### config.mk
export PLATFORM = sky130hd
export DESIGN_NAME = fft_peak_detector
export DESIGN_NICKNAME = d
export VERILOG_FILES = /design/src/rtl/fft_pkg.sv /design/src/rtl/fft_peak_detector_cplx_mag_sq.sv /design/src/rtl/fft_peak_detector.sv
export SDC_FILE = /design/constraint.sdc
export NUM_CORES = 1
export LEC_CHECK = 0
export CELL_PAD_IN_SITES_DETAIL_PLACEMENT = 0
export CELL_PAD_IN_SITES_GLOBAL_PLACEMENT = 1
export CORE_MARGIN = 10
export CORE_UTILIZATION = 30
export DETAILED_ROUTE_END_ITERATION = 6
export PLACE_DENSITY = 0.69
export SYNTH_ARGS = -nofsm -noshare
export SYNTH_HDL_FRONTEND = slang
export SYNTH_SLANG_ARGS = --single-unit
### constraint.sdc
create_clock -name clk -period 9.44 [get_ports clk]
set_input_delay 1.888 -clock clk [delete_from_list [all_inputs] [get_ports clk]]
set_output_delay 1.888 -clock clk [all_outputs]
set_load 0.1 [all_outputs]
### src/rtl/fft_pkg.sv
`default_nettype none
// ============================================================================
// Module   : fft_pkg
// Brief    : Shared widths, state encoding and complex-sample type for the
//            FFT peak detector.
// Revision : 1.0 - initial release
// ============================================================================
package fft_pkg;

  // log2 of the spectrum length; sample width tracks the point count
  localparam int FFT_N    = 3;
  localparam int W        = 2**FFT_N;
  localparam int MAG_W    = 2*W;
  localparam int ENERGY_W = 2*W + FFT_N;

  localparam logic [1:0] IDLE = 2'd0;
  localparam logic [1:0] SCAN = 2'd1;
  localparam logic [1:0] DONE = 2'd2;

  typedef struct packed {
    logic signed [W-1:0] re;
    logic signed [W-1:0] im;
  } cplx_t;

endpackage
`default_nettype wire

### src/rtl/fft_peak_detector_cplx_mag_sq.sv
`default_nettype none
// ============================================================================
// Module   : cplx_mag_sq
// Brief    : Combinational squared magnitude re*re + im*im of one complex
//            sample; signed operands, unsigned MAG_W-bit result.
// Revision : 1.0 - initial release
// ============================================================================
module cplx_mag_sq
  import fft_pkg::*;
(
  input  logic signed [W-1:0] re,
  input  logic signed [W-1:0] im,
  output logic [MAG_W-1:0]    mag
);

  logic signed [MAG_W-1:0] w_re_x;
  logic signed [MAG_W-1:0] w_im_x;
  logic signed [MAG_W-1:0] w_re_sq;
  logic signed [MAG_W-1:0] w_im_sq;

  // Sign-extend before multiplying so the product is formed at full width.
  // Each square is at most 2**(2W-2), so the sum of two fits MAG_W unsigned.
  assign w_re_x  = {{W{re[W-1]}}, re};
  assign w_im_x  = {{W{im[W-1]}}, im};
  assign w_re_sq = w_re_x * w_re_x;
  assign w_im_sq = w_im_x * w_im_x;
  assign mag     = $unsigned(w_re_sq) + $unsigned(w_im_sq);

endmodule
`default_nettype wire

### src/rtl/fft_peak_detector.sv
`default_nettype none
// ============================================================================
// Module   : fft_peak_detector
// Brief    : Captures an 8-bin complex spectrum in one cycle, then scans one
//            bin per cycle through a shared squarer to find the dominant bin,
//            its squared magnitude and the total frame energy.
// Revision : 1.0 - initial release
// ============================================================================
module fft_peak_detector
  import fft_pkg::*;
#(
  parameter int N = FFT_N
) (
  input  logic                clk,
  input  logic                rst_n,
  input  logic                in_valid,
  output logic                in_ready,
  input  logic [W-1:0]        in_0_r,
  input  logic [W-1:0]        in_1_r,
  input  logic [W-1:0]        in_2_r,
  input  logic [W-1:0]        in_3_r,
  input  logic [W-1:0]        in_4_r,
  input  logic [W-1:0]        in_5_r,
  input  logic [W-1:0]        in_6_r,
  input  logic [W-1:0]        in_7_r,
  input  logic [W-1:0]        in_0_i,
  input  logic [W-1:0]        in_1_i,
  input  logic [W-1:0]        in_2_i,
  input  logic [W-1:0]        in_3_i,
  input  logic [W-1:0]        in_4_i,
  input  logic [W-1:0]        in_5_i,
  input  logic [W-1:0]        in_6_i,
  input  logic [W-1:0]        in_7_i,
  output logic                out_valid,
  output logic [N-1:0]        peak_idx,
  output logic [MAG_W-1:0]    peak_mag,
  output logic [ENERGY_W-1:0] energy,
  output logic                busy
);

  localparam int           BINS     = 2**N;
  localparam logic [N-1:0] LAST_IDX = N'(BINS-1);

  logic [1:0]          r_state;
  logic [1:0]          w_next;
  cplx_t               w_in    [BINS];
  cplx_t               r_frame [BINS];
  cplx_t               w_sel;
  logic [N-1:0]        r_idx;
  logic [N-1:0]        r_max_idx;
  logic [MAG_W-1:0]    r_max;
  logic [MAG_W-1:0]    w_mag;
  logic [ENERGY_W-1:0] r_acc;
  logic [ENERGY_W-1:0] w_acc_next;
  logic                w_capture;
  logic                w_gt;
  logic                w_last;

  assign w_in[0] = {in_0_r, in_0_i};
  assign w_in[1] = {in_1_r, in_1_i};
  assign w_in[2] = {in_2_r, in_2_i};
  assign w_in[3] = {in_3_r, in_3_i};
  assign w_in[4] = {in_4_r, in_4_i};
  assign w_in[5] = {in_5_r, in_5_i};
  assign w_in[6] = {in_6_r, in_6_i};
  assign w_in[7] = {in_7_r, in_7_i};

  assign w_capture  = (r_state == IDLE) && in_valid;
  assign w_sel      = r_frame[r_idx];
  assign w_gt       = w_mag > r_max;
  assign w_last     = (r_idx == LAST_IDX);
  assign w_acc_next = r_acc + ENERGY_W'(w_mag);

  // Single shared squarer, steered by the scan index
  cplx_mag_sq u_mag_sq (
    .re  (w_sel.re),
    .im  (w_sel.im),
    .mag (w_mag)
  );

  // State register
  always_ff @(posedge clk or negedge rst_n) begin
    if (!rst_n) r_state <= IDLE;
    else        r_state <= w_next;
  end

  // Next-state logic: the terminal bin is detected explicitly, never by wrap
  always_comb begin
    w_next = r_state;
    case (r_state)
      IDLE:    if (in_valid) w_next = SCAN;
      SCAN:    if (w_last)   w_next = DONE;
      DONE:    w_next = IDLE;
      default: w_next = IDLE;
    endcase
  end

  // Handshake and status outputs decoded from the current state
  always_comb begin
    in_ready  = 1'b0;
    busy      = 1'b0;
    out_valid = 1'b0;
    case (r_state)
      IDLE:    in_ready  = 1'b1;
      SCAN:    busy      = 1'b1;
      DONE:    out_valid = 1'b1;
      default: in_ready  = 1'b0;
    endcase
  end

  // Frame capture; later input changes cannot disturb a frame being scanned
  always_ff @(posedge clk or negedge rst_n) begin
    if (!rst_n) begin
      for (int b = 0; b < BINS; b++) r_frame[b] <= '0;
    end else if (w_capture) begin
      for (int b = 0; b < BINS; b++) r_frame[b] <= w_in[b];
    end
  end

  // Scan datapath: running max (strict compare keeps lowest index on ties)
  always_ff @(posedge clk or negedge rst_n) begin
    if (!rst_n) begin
      r_idx     <= '0;
      r_max     <= '0;
      r_max_idx <= '0;
      r_acc     <= '0;
    end else if (w_capture) begin
      r_idx     <= '0;
      r_max     <= '0;
      r_max_idx <= '0;
      r_acc     <= '0;
    end else if (r_state == SCAN) begin
      r_idx <= w_last ? '0 : r_idx + 1'b1;
      r_acc <= w_acc_next;
      if (w_gt) begin
        r_max     <= w_mag;
        r_max_idx <= r_idx;
      end
    end
  end

  // Result registers: updated only on the last bin, held otherwise
  always_ff @(posedge clk or negedge rst_n) begin
    if (!rst_n) begin
      peak_idx <= '0;
      peak_mag <= '0;
      energy   <= '0;
    end else if ((r_state == SCAN) && w_last) begin
      peak_idx <= w_gt ? r_idx : r_max_idx;
      peak_mag <= w_gt ? w_mag : r_max;
      energy   <= w_acc_next;
    end
  end

endmodule
`default_nettype wire

== After elaboration in Yosys (flattened, before gate mapping) ==
Index checks and enable logic that the tools add are counted.

* Bits in registers: 209
* Latch bits: 0
* RAM bits: 0
* ROM bits: 0
* Input bits: 131
* Logic and storage cells: 62
* Memories kept: 0

* Add/sub/neg operators: 3
* Multiply operators: 2
* Div/mod/pow operators: 0
* $lt $le $gt $ge: 2
* Equal/unequal tests: 5
* Shift operators: 0
* Multiplexer cells: 20
* Bitwise gates (word level): 1
* Reductions and logical operators: 5

{| class="wikitable"
|+ Operators with widths
! kind !! count
|-
| 16-bit 2-to-1 mux || 5
|-
| 16-bit binary-select mux with 3-bit select || 1
|-
| 19-bit 2-to-1 mux || 2
|-
| 8-bit by 8-bit multiplier with 16-bit output || 2
|-
| 19-bit by 16-bit adder with 19-bit output || 1
|-
| 3-bit 2-to-1 mux || 6
|-
| 16-bit adder || 1
|-
| 16-bit > comparator || 1
|-
| 4-bit greater-or-equal comparator, second input constant || 1
|-
| 2-bit 2-to-1 mux || 2
|-
| 2-bit inequality test, second input constant || 2
|-
| 3-bit NOT with 4-bit output || 1
|-
| 2-bit case mux with 2 select lines || 1
|-
| 3-bit by 1-bit adder with 3-bit output, second input constant || 1
|-
| 3-bit equality test, second input constant || 1
|-
| 1-bit 2-to-1 mux || 3
|-
| 2-bit by 1-bit equality test with 1-bit output, second input constant || 1
|-
| 2-bit equality test, second input constant || 1
|-
| 1-bit logical AND || 2
|-
| 2-bit logical NOT || 1
|-
| 2-bit AND reduction || 1
|-
| 2-bit nonzero test || 1
|}

== Depth between registers and ports, before layout ==
* Depth in word-level cells: 10
* Mapped depth: 36
* Depth with buffers taken out: 32

== Modules after synthesis ==
From an unflattened synthesis, not the netlist that was laid out.

* Cells, all modules: 1561
* Area, all modules: 14906.8 um^2

{| class="wikitable"
|+ By module, submodules not included
! module !! instances !! cells each !! area an instance (um^2)
|-
| fft_peak_detector || 1 || 1085 || 10387.5
|-
| cplx_mag_sq || 1 || 476 || 4519.3
|}

== Worst setup path after synthesis ==
OpenSTA, ideal clock, no wires.

* Kind: reg2reg
* Start: register r_idx[0]
* End: register r_max[10]
* Library setup time: 0.121 ns
* Arrival time: 8.055 ns
* Required time: 9.319 ns
* Path slack: 1.264 ns
* Stages on the path, launching flop included: 34
* Path buffers: 5
* Period minus slack after synthesis: 8.176 ns
* Path through: dfrtp_1 buf_6 buf_12 buf_6 mux4_1 mux2i_4 inv_1 nand2_1 inv_1 fa_1 inv_1 fa_1 inv_1 fa_1 fa_1 fa_1 inv_1 fa_1 inv_1 ha_1 o21a_1 o31a_1 o41ai_1 a31oi_1 xnor2_1 ha_1 nand4_1 or2_2 nor2_1 nand2_1 and3_1 buf_2 buf_4 a22o_1

* Longest elaborated chain between the ends: 10

{| class="wikitable"
|+ Ends and longest elaborated chain
! item !! RTL line !! RTL
|-
| start, declared || fft_peak_detector.sv:49 || <nowiki>logic [N-1:0] r_idx;</nowiki>
|-
| start signal, assigned || fft_peak_detector.sv:133 || <nowiki>r_idx <= w_last ? '0 : r_idx + 1'b1;</nowiki>
|-
| 3-bit NOT with 4-bit output (implied by the code) (*) || fft_peak_detector.sv:69 || <nowiki>assign w_sel = r_frame[r_idx];</nowiki>
|-
| 16-bit binary-select mux with 3-bit select (*) || fft_peak_detector.sv:69 ||
|-
| 16-bit 2-to-1 mux (implied by the code) (*) (2 in a row) || fft_peak_detector.sv:69 ||
|-
| 8-bit by 8-bit multiplier with 16-bit output, on equally long branches || fft_peak_detector_cplx_mag_sq.sv:25, fft_peak_detector_cplx_mag_sq.sv:26 ||
|-
| 16-bit adder (*) || fft_peak_detector_cplx_mag_sq.sv:27 || <nowiki>assign mag = $unsigned(w_re_sq) + $unsigned(w_im_sq);</nowiki>
|-
| 16-bit > comparator || fft_peak_detector.sv:70 || <nowiki>assign w_gt = w_mag > r_max;</nowiki>
|-
| 16-bit 2-to-1 mux (*) || fft_peak_detector.sv:135 || <nowiki>if (w_gt) begin</nowiki>
|-
| 16-bit 2-to-1 mux (*) || fft_peak_detector.sv:132 || <nowiki>end else if (r_state == SCAN) begin</nowiki>
|-
| 16-bit 2-to-1 mux (*) || fft_peak_detector.sv:127 || <nowiki>end else if (w_capture) begin</nowiki>
|-
| end signal, assigned || fft_peak_detector.sv:136 || <nowiki>r_max <= w_mag;</nowiki>
|-
| end, declared || fft_peak_detector.sv:51 || <nowiki>logic [MAG_W-1:0] r_max;</nowiki>
|}

Every way passes the cells marked *; elsewhere a longest branch is shown, timed or not. The select of a mux whose other input is x is not followed.
A chain may end at the register's enable or synchronous reset.

== Worst setup path in the final report ==
* Start: register r_idx[1]
* End: register r_max[1]

The elaborated chain is that of the path after synthesis.

==> impl_metrics.py <==
metrics = {
    "status": {
        "status": "completed",
    },
    "worst_setup_path": {
        "crit_required_ns": 9.89,
        "cp_common_cell": "fa_1",
        "crit_arrival_ns": 9.36,
        "worstSetupPathType": "flop to flop",
        "max_stage_delay_ns": 0.83,
        "slowest_stage": "dfrtp_1",
        "start_kind": "flop",
        "crit_fanout": 19,
        "worst_setup_path_end_kind": "flop",
    },
    "cts": {
        "htree_levels": 1,
        "clk_latency_ns": 0.54,
        "clockBufferDepth": 3,
        "root_buffer": "clkbuf_16",
        "clk_pin_slew_ns": 0.06,
        "cts_made_buffers": 25,
        "cts_tree": "done",
        "cts.sinks": 209,
    },
    "synth": {
        "ys_types": 69,
        "yosys_warnings": 0,
        "syn_inst": 1521,
        "synth_ff_type": "dfrtp_1",
        "ys_seq_area_share_pct": 35.4,
        "ys_seq_elements": 209,
        "synth_nets": 1855,
        "syn_area_sq_um": 14800,
        "async_flop_share_pct": 100,
        "synth-edff-count": 0,
        "avgSynthCellArea_sq_um": 9.70,
    },
    "timing": {
        "min_period_over_period_pct": 94.4,
        "setup_tns_ns": 0,
        "finalClockSkew_ns": 0.0299,
        "slew_viol_final": 0,
        "rsz0062_at_grt": "false",
        "tightest_slew_ns": 1.03,
        "report.final.setup_viol": 0,
        "period_minus_slack_ns": 8.91,
        "relSlewSlack_pct": 31.3,
        "hold_viol": 0,
        "fmax_ghz": 0.112,
        "holdWs_ns": 0.469,
    },
    "hold_path": {
        "min_path_type": "flop to flop",
    },
    "cells_and_area": {
        "final_util_pct": 37.0,
        "multi_input_area_sq_um": 8580,
        "antenna_cells": 0,
        "area_delta_synth_final_pct": 22.2,
        "nets": 2013,
        "fillerInstances": 4928,
        "seq_area_sq_um": 5240,
        "design_area_sq_um": 18000,
        "final_layout_size_suffix_gt1_share_pct": 7.13,
    },
    "global_routing": {
        "grt_start_max_net_pins": 154,
        "grt_pass1_wl_microns": 62700,
        "grt_usage_pct": 12.9,
        "antenna_found_initial": 1,
        "overflow": 0,
        "grt_pass1_vias": 11568,
    },
    "run": {
        "maxCapViolCount": 0,
    },
    "detailed_routing": {
        "wl_microns": 37900,
        "wire_per_inst_microns": 16.1,
        "drt_iter0_markers": 523,
        "drcViolationCount": 0,
        "vias_per_cell": 4.56,
        "vias": 10771,
        "first_pass_iters": 4,
        "antenna_left": 0,
    },
    "placed_design": {
        "place_area_sq_um": 17200,
        "portBuffers": 171,
        "place_congestion": 0.818,
        "hpwl_microns": 29900,
    },
    "floorplan": {
        "ios": 172,
        "die_area_sq_um": 58500,
        "core_area_sq_um": 48700,
        "dieWidth_microns": 242,
        "dieHeight_microns": 242,
        "initial_core_util_pct": 30.3,
        "row_count": 81,
    },
}
[final timing paths]
path                                  start          end  slack [ns]  cells after the start
worst min-delay path            r_frame[50]  r_frame[50]        0.47                      2
min in group asynchronous             rst_n  r_frame[82]        1.31                      1
worst max-delay path               r_idx[1]     r_max[1]        0.53                     30
max in group asynchronous             rst_n     r_idx[0]        6.78                      2
worst min register to register  r_frame[50]  r_frame[50]        0.47                      2
worst max register to register     r_idx[1]     r_max[1]        0.53                     30
[flip-flops by register name (all words and copies together) (netlist names)]
name,cells
r_max_idx,3
r_idx,3
peak_mag,16
r_state,2
energy,19
r_frame,128
r_acc,19
peak_idx,3
r_max,16
[stage by stage]
step	setup slack [ns]	instances
floorplan	1.26	1521
global placement	0.407	2315
detailed placement	0.268	2315
CTS	0.255	2359
global route	0.0177	2360
finish	0.533	2360
[logic make-up (layout without fill, tap and decap cells)]
family                   count (synthesis)  count (layout)  share of synthesized area, %
flip-flops                             209             209                          35.4
AO/OA/AOI/OAI                          194             194                          8.53
AND/OR/NAND/NOR                        580             580                          15.9
XOR/XNOR                                42              42                          2.71
multiplexers                            53              53                          7.72
buffers and inverters                  240             415                          6.57
adder cells (fa/ha/maj)                203             203                          23.1
[metal layers]
layer  global-route usage (%)  share of wire (%)  vias to the layer above
li1                         -                  -                     5225
met1                     17.3                 46                     5314
met2                     21.3                 48                      187
met3                     2.61                4.6                       43
met4                     2.70                1.5                        2
met5                        0              0.021                        -
[layout by cell type, fill, tap and decap left out, drive strengths merged, types with 21 or more instances in the layout]
cell type	instances
mux4	32
a21oi	50
ha	87
o21ai	59
nand2	452
buf	21
clkbuf	40
dfrtp	209
clkdlybuf4s50	170
fa	116
inv	178
xnor2	30
nor2	61
[timing repair]
item / CTS / global route
setup buffers: 0 / 1
endpoints found under the setup margin: 0 / 42
hold buffers: 0 / 0
gates resized for setup: 0 / 2
[cell usage after synthesis (all sizes together) (4+ instances only)]
cell type	number	area (sq um)
clkbuf	40	150
nand3	20	100
a21oi	50	250
xnor2	30	282
buf	21	140
nand4	4	25.0
o21bai	4	30.0
fa	116	2320
dfrtp	209	5230
nor2	61	244
ha	87	1090
a22o	19	166
and2	5	32.5
nor3	6	35.0
nand2	452	1700
or2	7	43.8
xor2	11	96.3
a21o	13	97.6
a31oi	8	50.1
inv	177	667
mux2i	19	335
mux4	32	773
nand2b	7	43.8
nor2b	7	43.8
o31ai	10	75.1
o21ai	59	299
o21a	9	68.8
[critical path, delay by kind of cell (launching register included)]
| kind | cells | cell delay (ns) |
|---|---|---|
| multiplexers | 2 | 0.77 |
| buffers and inverters | 7 | 1.00 |
| XOR/XNOR | 1 | 0.13 |
| AND/OR/NAND/NOR | 8 | 1.65 |
| adder cells (fa/ha/maj) | 8 | 3.57 |
| flip-flops | 1 | 0.83 |
| AO/OA/AOI/OAI | 4 | 0.85 |
[final cells by class]
type                       instances  share of cell area (%)
clock buffer                      39                    4.09
clock inverter                     5                   0.312
inverter                         179                    3.77
multi-input combinational       1072                    47.6
sequential                       209                    29.0
tap                              664                    4.61
timing repair buffer             192                    10.6
Power is left out: the tool's default activity adds up to more than one toggle a clock period on the data nets, which glitch-free logic cannot reach.
